$ cat src/rtl/ascon_block_packer.sv
// Packs a byte stream into padded 64-bit ASCON rate blocks, split into AD and PT segments.
// Latency: data_valid_o rises one cycle after the byte that completes a block is accepted.
// Backpressure: bytes are refused while a block waits in OUT/PADBLK; block held until data_ready_i.
module ascon_block_packer #(
  parameter logic [7:0] PAD_BYTE = 8'h80
) (
  input  logic        clock_i,
  input  logic        reset_i,
  input  logic [7:0]  byte_i,
  input  logic        byte_valid_i,
  input  logic        byte_pt_i,
  input  logic        byte_last_i,
  output logic        byte_ready_o,
  output logic        start_o,
  output logic [63:0] data_o,
  output logic        data_valid_o,
  input  logic        data_ready_i,
  output logic        block_pt_o,
  output logic        block_last_o,
  output logic        msg_end_o,
  output logic        err_o
);

  typedef enum logic [1:0] {IDLE, FILL, OUT, PADBLK} state_t;

  state_t      state_q, state_d;
  logic [2:0]  cnt_q, cnt_d;            // index of the next byte within the block
  logic [63:0] shreg_q, shreg_d;        // block under construction
  logic        pt_q, pt_d;              // type of the block (type of its first byte)
  logic        last_q, last_d;          // block closes its segment
  logic        pad_pend_q, pad_pend_d;  // segment ended on a full block: pad block owed
  logic        seg_pt_q, seg_pt_d;      // message is in its PT segment
  logic        carry_vld_q, carry_vld_d;// PT byte that forced an early AD close
  logic [7:0]  carry_q, carry_d;
  logic        carry_last_q, carry_last_d;
  logic        msg_end_q, msg_end_d;
  logic        err_q, err_d;
  logic        rdy_en_q, rdy_en_d;      // keeps byte_ready_o low until the first edge after reset

  logic        accept;
  logic [2:0]  cnt_inc;
  logic [5:0]  lo, lo_pad;
  logic        wr, eff_pt;

  assign accept  = byte_valid_i & byte_ready_o;
  assign cnt_inc = cnt_q + 3'd1;
  // Byte k sits at bits [63-8k -: 8], i.e. its low bit is 8*(7-k) = {~k, 3'b000}.
  assign lo      = {~cnt_q, 3'b000};
  assign lo_pad  = {~cnt_inc, 3'b000};

  // State register and all datapath flops.
  always_ff @(posedge clock_i or posedge reset_i) begin
    if (reset_i) begin
      state_q      <= IDLE;
      cnt_q        <= 3'd0;
      shreg_q      <= 64'h0;
      pt_q         <= 1'b0;
      last_q       <= 1'b0;
      pad_pend_q   <= 1'b0;
      seg_pt_q     <= 1'b0;
      carry_vld_q  <= 1'b0;
      carry_q      <= 8'h0;
      carry_last_q <= 1'b0;
      msg_end_q    <= 1'b0;
      err_q        <= 1'b0;
      rdy_en_q     <= 1'b0;
    end else begin
      state_q      <= state_d;
      cnt_q        <= cnt_d;
      shreg_q      <= shreg_d;
      pt_q         <= pt_d;
      last_q       <= last_d;
      pad_pend_q   <= pad_pend_d;
      seg_pt_q     <= seg_pt_d;
      carry_vld_q  <= carry_vld_d;
      carry_q      <= carry_d;
      carry_last_q <= carry_last_d;
      msg_end_q    <= msg_end_d;
      err_q        <= err_d;
      rdy_en_q     <= rdy_en_d;
    end
  end

  // Next-state: byte packing, padding, segment tracking and block hand-off.
  always_comb begin
    state_d      = state_q;
    cnt_d        = cnt_q;
    shreg_d      = shreg_q;
    pt_d         = pt_q;
    last_d       = last_q;
    pad_pend_d   = pad_pend_q;
    seg_pt_d     = seg_pt_q;
    carry_vld_d  = carry_vld_q;
    carry_d      = carry_q;
    carry_last_d = carry_last_q;
    msg_end_d    = 1'b0;
    err_d        = err_q;
    rdy_en_d     = 1'b1;
    wr           = 1'b0;
    eff_pt       = byte_pt_i;

    case (state_q)
      IDLE: begin
        if (accept) begin
          wr       = 1'b1;
          seg_pt_d = byte_pt_i;  // first byte PT means an empty AD segment
        end
      end
      FILL: begin
        if (accept) begin
          if (seg_pt_q) begin
            // Inside PT, an AD-tagged byte is taken as PT and flagged.
            wr     = 1'b1;
            eff_pt = 1'b1;
            if (!byte_pt_i) err_d = 1'b1;
          end else if (byte_pt_i) begin
            // PT arrived before the AD segment was closed: pad-close AD and
            // park the PT byte to open the next block.
            err_d        = 1'b1;
            shreg_d[lo +: 8] = PAD_BYTE;
            if (cnt_q == 3'd0) pt_d = 1'b0;
            last_d       = 1'b1;
            pad_pend_d   = 1'b0;
            cnt_d        = 3'd0;
            carry_vld_d  = 1'b1;
            carry_d      = byte_i;
            carry_last_d = byte_last_i;
            seg_pt_d     = 1'b1;
            state_d      = OUT;
          end else begin
            wr     = 1'b1;
            eff_pt = 1'b0;
          end
        end
      end
      OUT: begin
        if (data_ready_i) begin
          shreg_d = 64'h0;
          cnt_d   = 3'd0;
          if (pad_pend_q) begin
            pad_pend_d = 1'b0;
            last_d     = 1'b1;
            state_d    = PADBLK;
          end else if (carry_vld_q) begin
            carry_vld_d = 1'b0;
            shreg_d     = {carry_q, 56'h0};
            pt_d        = 1'b1;
            if (carry_last_q) begin
              shreg_d[55:48] = PAD_BYTE;
              last_d         = 1'b1;
              state_d        = OUT;
            end else begin
              cnt_d   = 3'd1;
              last_d  = 1'b0;
              state_d = FILL;
            end
          end else if (last_q && pt_q) begin
            msg_end_d = 1'b1;
            state_d   = IDLE;
          end else begin
            state_d = FILL;
          end
        end
      end
      PADBLK: begin
        if (data_ready_i) begin
          last_d = 1'b0;
          if (pt_q) begin
            msg_end_d = 1'b1;
            state_d   = IDLE;
          end else begin
            state_d = FILL;
          end
        end
      end
      default: state_d = IDLE;
    endcase

    // Common write of an accepted byte into the current block.
    if (wr) begin
      shreg_d[lo +: 8] = byte_i;
      if (cnt_q == 3'd0) pt_d = eff_pt;
      cnt_d = cnt_inc;
      if (byte_last_i) begin
        if (cnt_q == 3'd7) begin
          pad_pend_d = 1'b1;
          last_d     = 1'b0;
        end else begin
          shreg_d[lo_pad +: 8] = PAD_BYTE;
          last_d               = 1'b1;
        end
        cnt_d   = 3'd0;
        state_d = OUT;
        if (!eff_pt) seg_pt_d = 1'b1;  // AD closed: only PT may follow
      end else if (cnt_q == 3'd7) begin
        last_d  = 1'b0;
        state_d = OUT;
      end else begin
        state_d = FILL;
      end
    end
  end

  assign byte_ready_o = rdy_en_q & ((state_q == IDLE) | (state_q == FILL));
  assign start_o      = accept & (state_q == IDLE);
  assign data_valid_o = (state_q == OUT) | (state_q == PADBLK);
  assign data_o       = (state_q == OUT)    ? shreg_q :
                        (state_q == PADBLK) ? {PAD_BYTE, 56'h0} : 64'h0;
  assign block_pt_o   = data_valid_o & pt_q;
  assign block_last_o = data_valid_o & last_q;
  assign msg_end_o    = msg_end_q;
  assign err_o        = err_q;

endmodule

$ cat config.mk
export PLATFORM = sky130hd
export DESIGN_NAME = ascon_block_packer
export DESIGN_NICKNAME = d
export VERILOG_FILES = /design/src/rtl/ascon_block_packer.sv
export SDC_FILE = /design/constraint.sdc
export NUM_CORES = 1
export LEC_CHECK = 0
export ABC_AREA = 1
export CORE_MARGIN = 4
export CORE_UTILIZATION = 55
export DETAILED_ROUTE_END_ITERATION = 12
export HOLD_SLACK_MARGIN = 0.02
export PLACE_DENSITY = 0.8
export SLEW_MARGIN = 20
export SYNTH_ARGS = -nofsm -noshare
export SYNTH_HDL_FRONTEND = slang
export SYNTH_SLANG_ARGS = --single-unit
$ cat constraint.sdc
create_clock -name clock_i -period 3.7 [get_ports clock_i]
set_input_delay 0.74 -clock clock_i [delete_from_list [all_inputs] [get_ports clock_i]]
set_output_delay 0.74 -clock clock_i [all_outputs]
set_load 0.005 [all_outputs]
==> impl_metrics.yaml, run 1 <==
synth:
  synth_top_family_by_area: "simple AND/OR/NAND/NOR gates"
  synth_seq_area_share: 0.387
  syn-num-nets: 859
  synth-simple-area-share: 0.353
  netlist_area_mm2: 0.00556
  synth_warnings: 0
  synth-compound-area-share: 0.0822
  synth_mux_area_frac: 0
  ys_types: 31
  synthCells: 832
  ys_ff_latch: 86
  synth_fa_ha_area_frac: 0.0293
  synth_xor_xnor_area_share: 0
  avgSynthCellArea_um2: 6.68
timing:
  min_period_ns: 3.04
  max_slew_margin: 0.473
  timing_worst_slew_pin_value_ns: 0.790
  fmax_mhz: 329
  finalClockSkew_ns: 0.00729
  fin_tns_setup_ns: 0
  final_hold_viol_count: 0
  setup_viol: 0
  report.final.slew_viol_count: 0
  whs_ns: 0.485
  period_share: 0.821
  rsz0062_at_grt: "false"
setup_path:
  required_ns: 2.96
  path_delay_family: "buffers and inverters"
  cp_max_fo: 10
  crit_arrival_ns: 2.30
  slowest_stage: "clkdlybuf4s50_1"
  worstPathBufferInverterCount: 3
  end_kind: "output pin"
  slowest_delay_ns: 0.53
  cp-start-kind: "flop"
  cp_cell_sequence: "inv_1 -> ha_1 -> inv_4 -> nand2_4 -> nand3_4 -> nor2_1 -> clkdlybuf4s50_1"
  setup.worst_path.class: "reg -> out"
layout:
  diodes: 0
  seqCellArea_mm2: 0.00215
  fill_cells: 870
  multiInputGateArea_mm2: 0.00259
  syn2layout_area_growth_pct: 19.5
  nNetsFinal: 928
  instances_no_fill: 1037
  drive_gt1_frac: 0.0498
floorplan:
  die-area_mm2: 0.0118
  ioPinCount: 85
  initial_core_util: 0.566
  die_h_um: 109
  die_x_um: 109
  core_area_mm2: 0.00982
  row_count: 36
pwr:
  p_leak_nw: 3.89
  p_switching_mw: 1.38
  power_frac_seq: 0.347
  vdd_drop_max_mv: 0.413
  intPower_mw: 1.90
  pwr-share-comb: 0.424
  swShare: 0.421
  cellPowerDensity_mw_per_mm2: 493
  clkPwrFrac: 0.229
routing:
  avgRoutedWirePerCell_um: 14.9
  drc: 0
  firstDrtPassIters: 5
  antenna_left: 0
  drt-initial-drc-count: 430
  vias: 5585
  drt-vias-per-instance: 5.39
  wirelength_um: 15500
clock_network:
  htree_num_levels: 3
  clk_pin_slew_worst_paths_ns: 0.08
  clockRootBuffer: "clkbuf_8"
  cts.path.max_buffers: 2
  cts_tree: "built"
  clock_sinks: 86
  cts_buffers: 9
  cts_hold_buf: 0
  insertion_delay_ns: 0.36
  ctsResizeCount: 0
  cts_setup_buffers: 0
place:
  gp_congestion: 0.922
  portBuffers: 84
  place_inst: 1023
  dpl.hpwl_um: 10700
global_routing:
  grt_max_degree: 61
  grt-ovfl-total: 0
  grt_use_total: 0.273
  first_global_vias: 5352
  grt_pass1_wl_um: 25600
  antenna_found_initial: 0
job:
  drv_cap: 0
run_status:
  status: "finished, final reports clean"
min_path:
  hold_class: "reg -> reg"
## cell families (layout without fill, tap and decap cells)
| logic type | count (synthesis) | count (layout) |
|---|---|---|
| adder cells (fa/ha/maj) | 13 | 13 |
| flip-flops | 86 | 86 |
| buffers and inverters | 190 | 262 |
| AND/OR/NAND/NOR | 456 | 456 |
| other | 1 | 1 |
| AO/OA/AOI/OAI | 86 | 86 |
## worst paths after layout
kind	from	endpoint	slack (ns)	cells past startpoint
max	state_q[1]	start_o	0.66	7
min	err_o	err_o	0.49	1
max reg2reg	state_q[1]	shreg_q[9]	0.80	11
min reg2reg	err_o	err_o	0.49	1
max in group asynchronous	reset_i	carry_q[7]	2.21	3
min in group asynchronous	reset_i	shreg_q[49]	0.79	2
## flip-flops by register name, indices dropped and copies added (netlist names), 2 cells and up
name     cells
state_q      2
cnt_q        3
carry_q      8
shreg_q     64
## per-layer routing
metal  vias up  wire length [um]  track usage
met5         -                 0            0
met4         0               392        0.102
met3        39              1180       0.0436
met2       261              7300        0.443
met1      2583              6590        0.368
li1       2702                 -            -
## Yosys cell counts
| cell | n | area share |
|---|---|---|
| or2_2 | 2 | 0.0023 |
| nor2_1 | 80 | 0.054 |
| buf_6 | 7 | 0.014 |
| o21bai_1 | 2 | 0.0027 |
| nand3_4 | 1 | 0.0032 |
| dfrtp_1 | 86 | 0.39 |
| nand2_2 | 2 | 0.0023 |
| a21o_1 | 1 | 0.0014 |
| inv_1 | 154 | 0.10 |
| buf_4 | 5 | 0.0068 |
| nand3_2 | 1 | 0.0018 |
| nor4_1 | 2 | 0.0023 |
| nand3_1 | 124 | 0.11 |
| o21ai_2 | 1 | 0.0016 |
| nand4_1 | 4 | 0.0045 |
| inv_2 | 2 | 0.0014 |
| buf_12 | 1 | 0.0036 |
| buf_2 | 12 | 0.011 |
| o211ai_1 | 5 | 0.0068 |
| o21ai_0 | 49 | 0.044 |
| o21a_1 | 1 | 0.0014 |
| o21ai_1 | 7 | 0.0063 |
| clkbuf_1 | 7 | 0.0047 |
| conb_1 | 1 | 0.00068 |
| nand2_4 | 4 | 0.0081 |
| ha_1 | 13 | 0.029 |
| inv_4 | 1 | 0.0011 |
| nand2_1 | 228 | 0.15 |
| buf_1 | 1 | 0.00068 |
| a21oi_1 | 20 | 0.018 |
| nor2_2 | 8 | 0.0090 |
## layout make-up
cell class / instances / share of cell area
clock buffers: 11 / 0.0228
clock inverters: 3 / 0.0104
inverters: 157 / 0.0893
multi-input cells: 556 / 0.390
flip-flops and latches: 86 / 0.324
well taps: 133 / 0.0251
repair buffers: 91 / 0.138
## cell usage in the layout, fill, tap and decap left out, drive strengths merged, types with 7 or more instances in the layout
master,n
nand2,234
inv,156
nand3,126
nor2,88
dfrtp,86
clkdlybuf4s50,84
o21ai,57
a21oi,20
ha,13
clkbuf,11
buf,7
## metrics by stage
| stage | total power, mW | setup slack, ns | util | cell area (um^2) |
|---|---|---|---|---|
| floorplan | 2.12 | 0.738 | - | 5560 |
| global placement | 2.48 | 0.686 | 0.654 | 6420 |
| detailed placement | 2.51 | 0.538 | 0.654 | 6420 |
| CTS | 3.26 | 0.674 | 0.676 | 6640 |
| global route | 3.47 | 0.509 | 0.676 | 6640 |
| finish | 3.27 | 0.663 | 0.676 | 6640 |
## power by group through the flow
stage / registers [mW] / clock network (mW) / logic (mW)
after floorplan: 1.13 / 0 / 0.991
after global placement: 1.14 / 0 / 1.33
after detailed placement: 1.15 / 0 / 1.36
after CTS: 1.13 / 0.752 / 1.37
after global routing: 1.15 / 0.794 / 1.53
final: 1.14 / 0.751 / 1.39
(Power assumes the default switching activity.)
==> run 2: changes to the inputs <==
--- a/config.mk
+++ b/config.mk
@@ -7,10 +7,10 @@
 export LEC_CHECK = 0
 export ABC_AREA = 1
 export CORE_MARGIN = 4
-export CORE_UTILIZATION = 55
+export CORE_UTILIZATION = 50
 export DETAILED_ROUTE_END_ITERATION = 12
 export HOLD_SLACK_MARGIN = 0.02
-export PLACE_DENSITY = 0.8
+export PLACE_DENSITY = 0.77
 export SLEW_MARGIN = 20
 export SYNTH_ARGS = -nofsm -noshare
 export SYNTH_HDL_FRONTEND = slang
==> constraint.sdc (replaced) <==
create_clock -name clock_i -period 2.44 [get_ports clock_i]
set_input_delay 0.488 -clock clock_i [delete_from_list [all_inputs] [get_ports clock_i]]
set_output_delay 0.488 -clock clock_i [all_outputs]
set_load 0.005 [all_outputs]
==> impl_metrics.yaml, run 2 (synthesis gave the netlist of run 1 again) <==
run_status:
  status: "complete, but fails checks"
  failed_checks: "setup timing"
layout:
  diodes: 0
  nNetsFinal: 953
  drive_gt1_frac: 0.0968
  largest_register: "shreg_q"
  syn2layout_area_growth_pct: 27.7
  fill_cells: 945
  reg_top3: "shreg_q: 64 flops, carry_q: 8 flops, cnt_q: 3 flops"
  final_common_cell: "nand2_1"
  largest_reg_flops: 64
  fin_area_mm2: 0.00709
  layout_common_cells: "221 x nand2_1, 150 x inv_1, 119 x nand3_1"
clock_network:
  clk_pin_slew_worst_paths_ns: 0.09
  htree_num_levels: 3
  clockRootBuffer: "clkbuf_8"
  cts_tree: "built"
  cts.path.max_buffers: 2
  cts_buffers: 9
  cts_hold_buf: 0
  insertion_delay_ns: 0.36
  clock_sinks: 86
global_routing:
  grt_pass1_wl_um: 24200
  grt_use_total: 0.231
  grt_max_degree: 49
  grt-ovfl-total: 0
  first_global_vias: 4914
  antenna_found_initial: 0
pwr:
  swShare: 0.421
  total_power_mw: 5.16
  clkPwrFrac: 0.190
  intPower_mw: 2.99
  p_leak_nw: 5.10
  pwr-share-comb: 0.481
  power_frac_seq: 0.329
  cellPowerDensity_mw_per_mm2: 728
  vdd_drop_max_mv: 0.563
  p_switching_mw: 2.17
setup_path:
  cp_cell_sequence: "buf_4 -> ha_4 -> inv_1 -> nor2_1 -> nor2_1 -> clkdlybuf4s50_1"
  cp-start-kind: "flop"
  slowest_stage: "clkdlybuf4s50_1"
  crit_arrival_ns: 1.96
  setup.worst_path.class: "reg -> out"
  required_ns: 1.95
  slowest_delay_ns: 0.50
  end_kind: "output pin"
  cp_max_fo: 6
  path_common_cell: "nor2_1"
routing:
  antenna_left: 0
  wirelength_um: 15200
  drt-initial-drc-count: 459
  drc: 0
  vias: 5462
  avgRoutedWirePerCell_um: 14.2
  firstDrtPassIters: 7
  drt-vias-per-instance: 5.10
floorplan:
  initial_core_util: 0.512
  die-area_mm2: 0.0129
  die_x_um: 113
  row_count: 38
  core_area_mm2: 0.0108
  ioPinCount: 85
  die_h_um: 113
place:
  portBuffers: 84
  dp_slack_ns: -0.0131
  dpl.hpwl_um: 10500
  gp_congestion: 0.942
  dpl_cell_area_mm2: 0.00660
timing:
  final_hold_viol_count: 0
  finalClockSkew_ns: 0.0102
  fin_ws_ns: -0.0130
  setup_viol: 3
  timing_worst_slew_pin_value_ns: 0.599
  min_period_ns: 2.45
  fmax_mhz: 408
  rsz0062_at_grt: "true"
  whs_ns: 0.448
  fin_tns_setup_ns: -0.0280
  report.final.slew_viol_count: 0
  max_slew_margin: 0.599
  period_share: 1.01
min_path:
  hold_class: "in -> async"
job:
  drv_cap: 0
run 2: per-layer routing:
metal  vias up  GRT usage  share of wire
met5         -          0              0
met1      2500      0.335           0.45
met4         0     0.0609          0.013
met3        20     0.0313          0.066
met2       185      0.368           0.48
li1       2757          -              -
run 2: critical path, delay by kind of cell, from the launching register on:
kind	cells	cell delay, ns
flops	1	0.42
fa+ha+maj	1	0.20
simple gates	2	0.15
buf+inv	3	0.82
run 2: through the flow:
stage               std cells   util
floorplan                 832      -
global placement         1048  0.609
detailed placement       1048  0.609
CTS                      1068  0.632
global route             1070  0.654
finish                   1070  0.654
run 2: worst paths after layout:
| check | start | end | slack [ns] | depth (start not counted) |
|---|---|---|---|---|
| setup / recovery | state_q[1] | data_o[63] | -0.01 | 6 |
| hold / removal | reset_i | carry_q[1] | 0.45 | 2 |
| setup reg to reg | cnt_q[0] | shreg_q[30] | 0.08 | 8 |
| hold reg to reg | err_o | err_o | 0.46 | 1 |
| max in group asynchronous | reset_i | shreg_q[22] | 1.34 | 3 |
| min in group clock_i | err_o | err_o | 0.46 | 1 |
run 2: what timing repair did:
action                     4_1_cts  5_1_grt
cloned                           0        1
buffers inserted                 5        1
hold endpoints to repair         0        0
setup endpoints to repair       66       87
pin swaps                        1        1
gates resized for setup          9       75
run 2: area by class of cell:
class / count / area, um^2 / share of cell area
Multi-Input combinational cell: 556 / 2680 / 0.378
Sequential cell: 86 / 2150 / 0.303
Timing Repair Buffer: 116 / 1310 / 0.184
Inverter: 157 / 596 / 0.0840
Tap cell: 140 / 175 / 0.0247
Clock buffer: 11 / 131 / 0.0185
Clock inverter: 4 / 48.8 / 0.00688
run 2: power by group through the flow:
stage	clock network, mW	registers (mW)	logic [mW]
floorplan	0	1.71	1.50
global placement	0	1.73	2.20
detailed placement	0	1.73	2.22
CTS	0.990	1.69	2.33
global route	1.06	1.72	2.73
finish	0.980	1.70	2.48
==> run 3: changes to the inputs <==
--- a/config.mk
+++ b/config.mk
@@ -11,6 +11,7 @@
 export DETAILED_ROUTE_END_ITERATION = 12
 export HOLD_SLACK_MARGIN = 0.02
 export PLACE_DENSITY = 0.77
+export SETUP_SLACK_MARGIN = 0.02
 export SLEW_MARGIN = 20
 export SYNTH_ARGS = -nofsm -noshare
 export SYNTH_HDL_FRONTEND = slang
==> impl_metrics.yaml, run 3 (synthesis gave the netlist of run 1 again) <==
run_status:
  status: "complete, but fails checks"
  failed_checks: "setup timing"
layout:
  largest_reg_flops: 64
  drive_gt1_frac: 0.103
  fill_cells: 956
  syn2layout_area_growth_pct: 28.0
  largest_register: "shreg_q"
  diodes: 0
  multiInputGateArea_mm2: 0.00271
  final_common_cell: "nand2_1"
  layout_common_cells: "220 x nand2_1, 150 x inv_1, 118 x nand3_1"
  fin_area_mm2: 0.00711
  reg_top3: "shreg_q: 64 flops, carry_q: 8 flops, cnt_q: 3 flops"
  fin_util: 0.656
  seqCellArea_mm2: 0.00215
  nNetsFinal: 955
routing:
  antenna_left: 0
  drt-initial-drc-count: 465
  drt-vias-per-instance: 5.12
  avgRoutedWirePerCell_um: 14.3
  vias: 5488
  drc: 0
  firstDrtPassIters: 7
  wirelength_um: 15300
global_routing:
  grt_pass1_wl_um: 24200
  grt-ovfl-total: 0
  grt_max_degree: 49
  grt_use_total: 0.232
  antenna_found_initial: 0
  first_global_vias: 4910
clock_network:
  cts.path.max_buffers: 2
  cts_hold_buf: 0
  cts_buffers: 9
  cts_tree: "built"
  insertion_delay_ns: 0.36
  clockRootBuffer: "clkbuf_8"
  clk_pin_slew_worst_paths_ns: 0.09
  clock_sinks: 86
  htree_num_levels: 3
pwr:
  p_leak_nw: 5.03
  vdd_drop_max_mv: 0.558
  cellPowerDensity_mw_per_mm2: 733
floorplan:
  initial_core_util: 0.512
  die_h_um: 113
  die_x_um: 113
  core_area_mm2: 0.0108
  row_count: 38
  die-area_mm2: 0.0129
  ioPinCount: 85
place:
  dpl.hpwl_um: 10500
  dpl_cell_area_mm2: 0.00660
  portBuffers: 84
  dp_slack_ns: -0.0131
  gp_congestion: 0.942
timing:
  fin_ws_ns: -0.0181
  rsz0062_at_grt: "true"
  finalClockSkew_ns: 0.0116
  report.final.slew_viol_count: 0
  setup_viol: 4
  timing_worst_slew_pin_value_ns: 0.601
  period_share: 1.01
  final_hold_viol_count: 0
  whs_ns: 0.448
  fmax_mhz: 407
  min_period_ns: 2.46
  max_slew_margin: 0.598
setup_path:
  cp-start-kind: "flop"
  setup.worst_path.class: "reg -> out"
  path_common_cell: "nor2_1"
  required_ns: 1.95
  crit_arrival_ns: 1.97
  end_kind: "output pin"
  worstPathBufferInverterCount: 3
  cp_max_fo: 6
  slowest_delay_ns: 0.50
  slowest_stage: "clkdlybuf4s50_1"
  cp_cell_sequence: "buf_4 -> ha_4 -> inv_1 -> nor2_1 -> nor2_1 -> clkdlybuf4s50_1"
  path_delay_family: "buffers and inverters"
job:
  drv_cap: 0
min_path:
  hold_class: "in -> async"
run 3: cell count changes in the layout (fill, tap and decap cells not counted), sizes merged:
cell,change
buf,+2
dlygate4sd2,+6
dlymetal6s2s,-6
run 3: area by class of cell:
class / count / area share
Inverter: 157 / 0.0838
Tap cell: 140 / 0.0246
Clock buffer: 11 / 0.0185
Sequential cell: 86 / 0.303
Timing Repair Buffer: 118 / 0.183
Clock inverter: 4 / 0.00686
Multi-Input combinational cell: 556 / 0.381
run 3: power breakdown:
group          leakage [nW]  internal [mW]  switching, mW
Combinational          3.75          0.954           1.58
Sequential             1.18           1.59          0.106
Clock                0.0931          0.468          0.512
run 3: what timing repair did:
item | CTS | global route
buffers inserted | 5 | 3
gates resized for setup | 16 | 74
endpoints found under the setup margin | 68 | 102
pin swaps | 0 | 3
cloned | 0 | 1
run 3: layer usage:
metal  vias to the layer above  wire (um)  GRT usage
li1                       2758          -          -
met1                      2523       6930      0.336
met2                       180       7170      0.368
met3                        27        958     0.0313
met4                         0        242     0.0609
met5                         -          0          0
run 3: per-stage QoR:
| step | std cells | total power [mW] | TNS (ns) |
|---|---|---|---|
| after floorplan | 832 | 3.21 | 0 |
| after global placement | 1048 | 3.93 | 0 |
| after detailed placement | 1048 | 3.95 | -0.0167 |
| after CTS | 1068 | 5.03 | -0.0483 |
| after global routing | 1072 | 5.55 | -0.623 |
| final | 1072 | 5.21 | -0.0439 |
run 3: path summary, 6_finish.rpt:
check | cells after the start | slack [ns] | endpoint | start
max | 6 | -0.02 | data_o[63] | state_q[1]
min | 2 | 0.45 | carry_q[1] | reset_i
max reg2reg | 8 | 0.17 | shreg_q[30] | cnt_q[0]
min reg2reg | 1 | 0.46 | err_o | err_o
max in group asynchronous | 3 | 1.33 | shreg_q[22] | reset_i
min in group clock_i | 1 | 0.46 | err_o | err_o
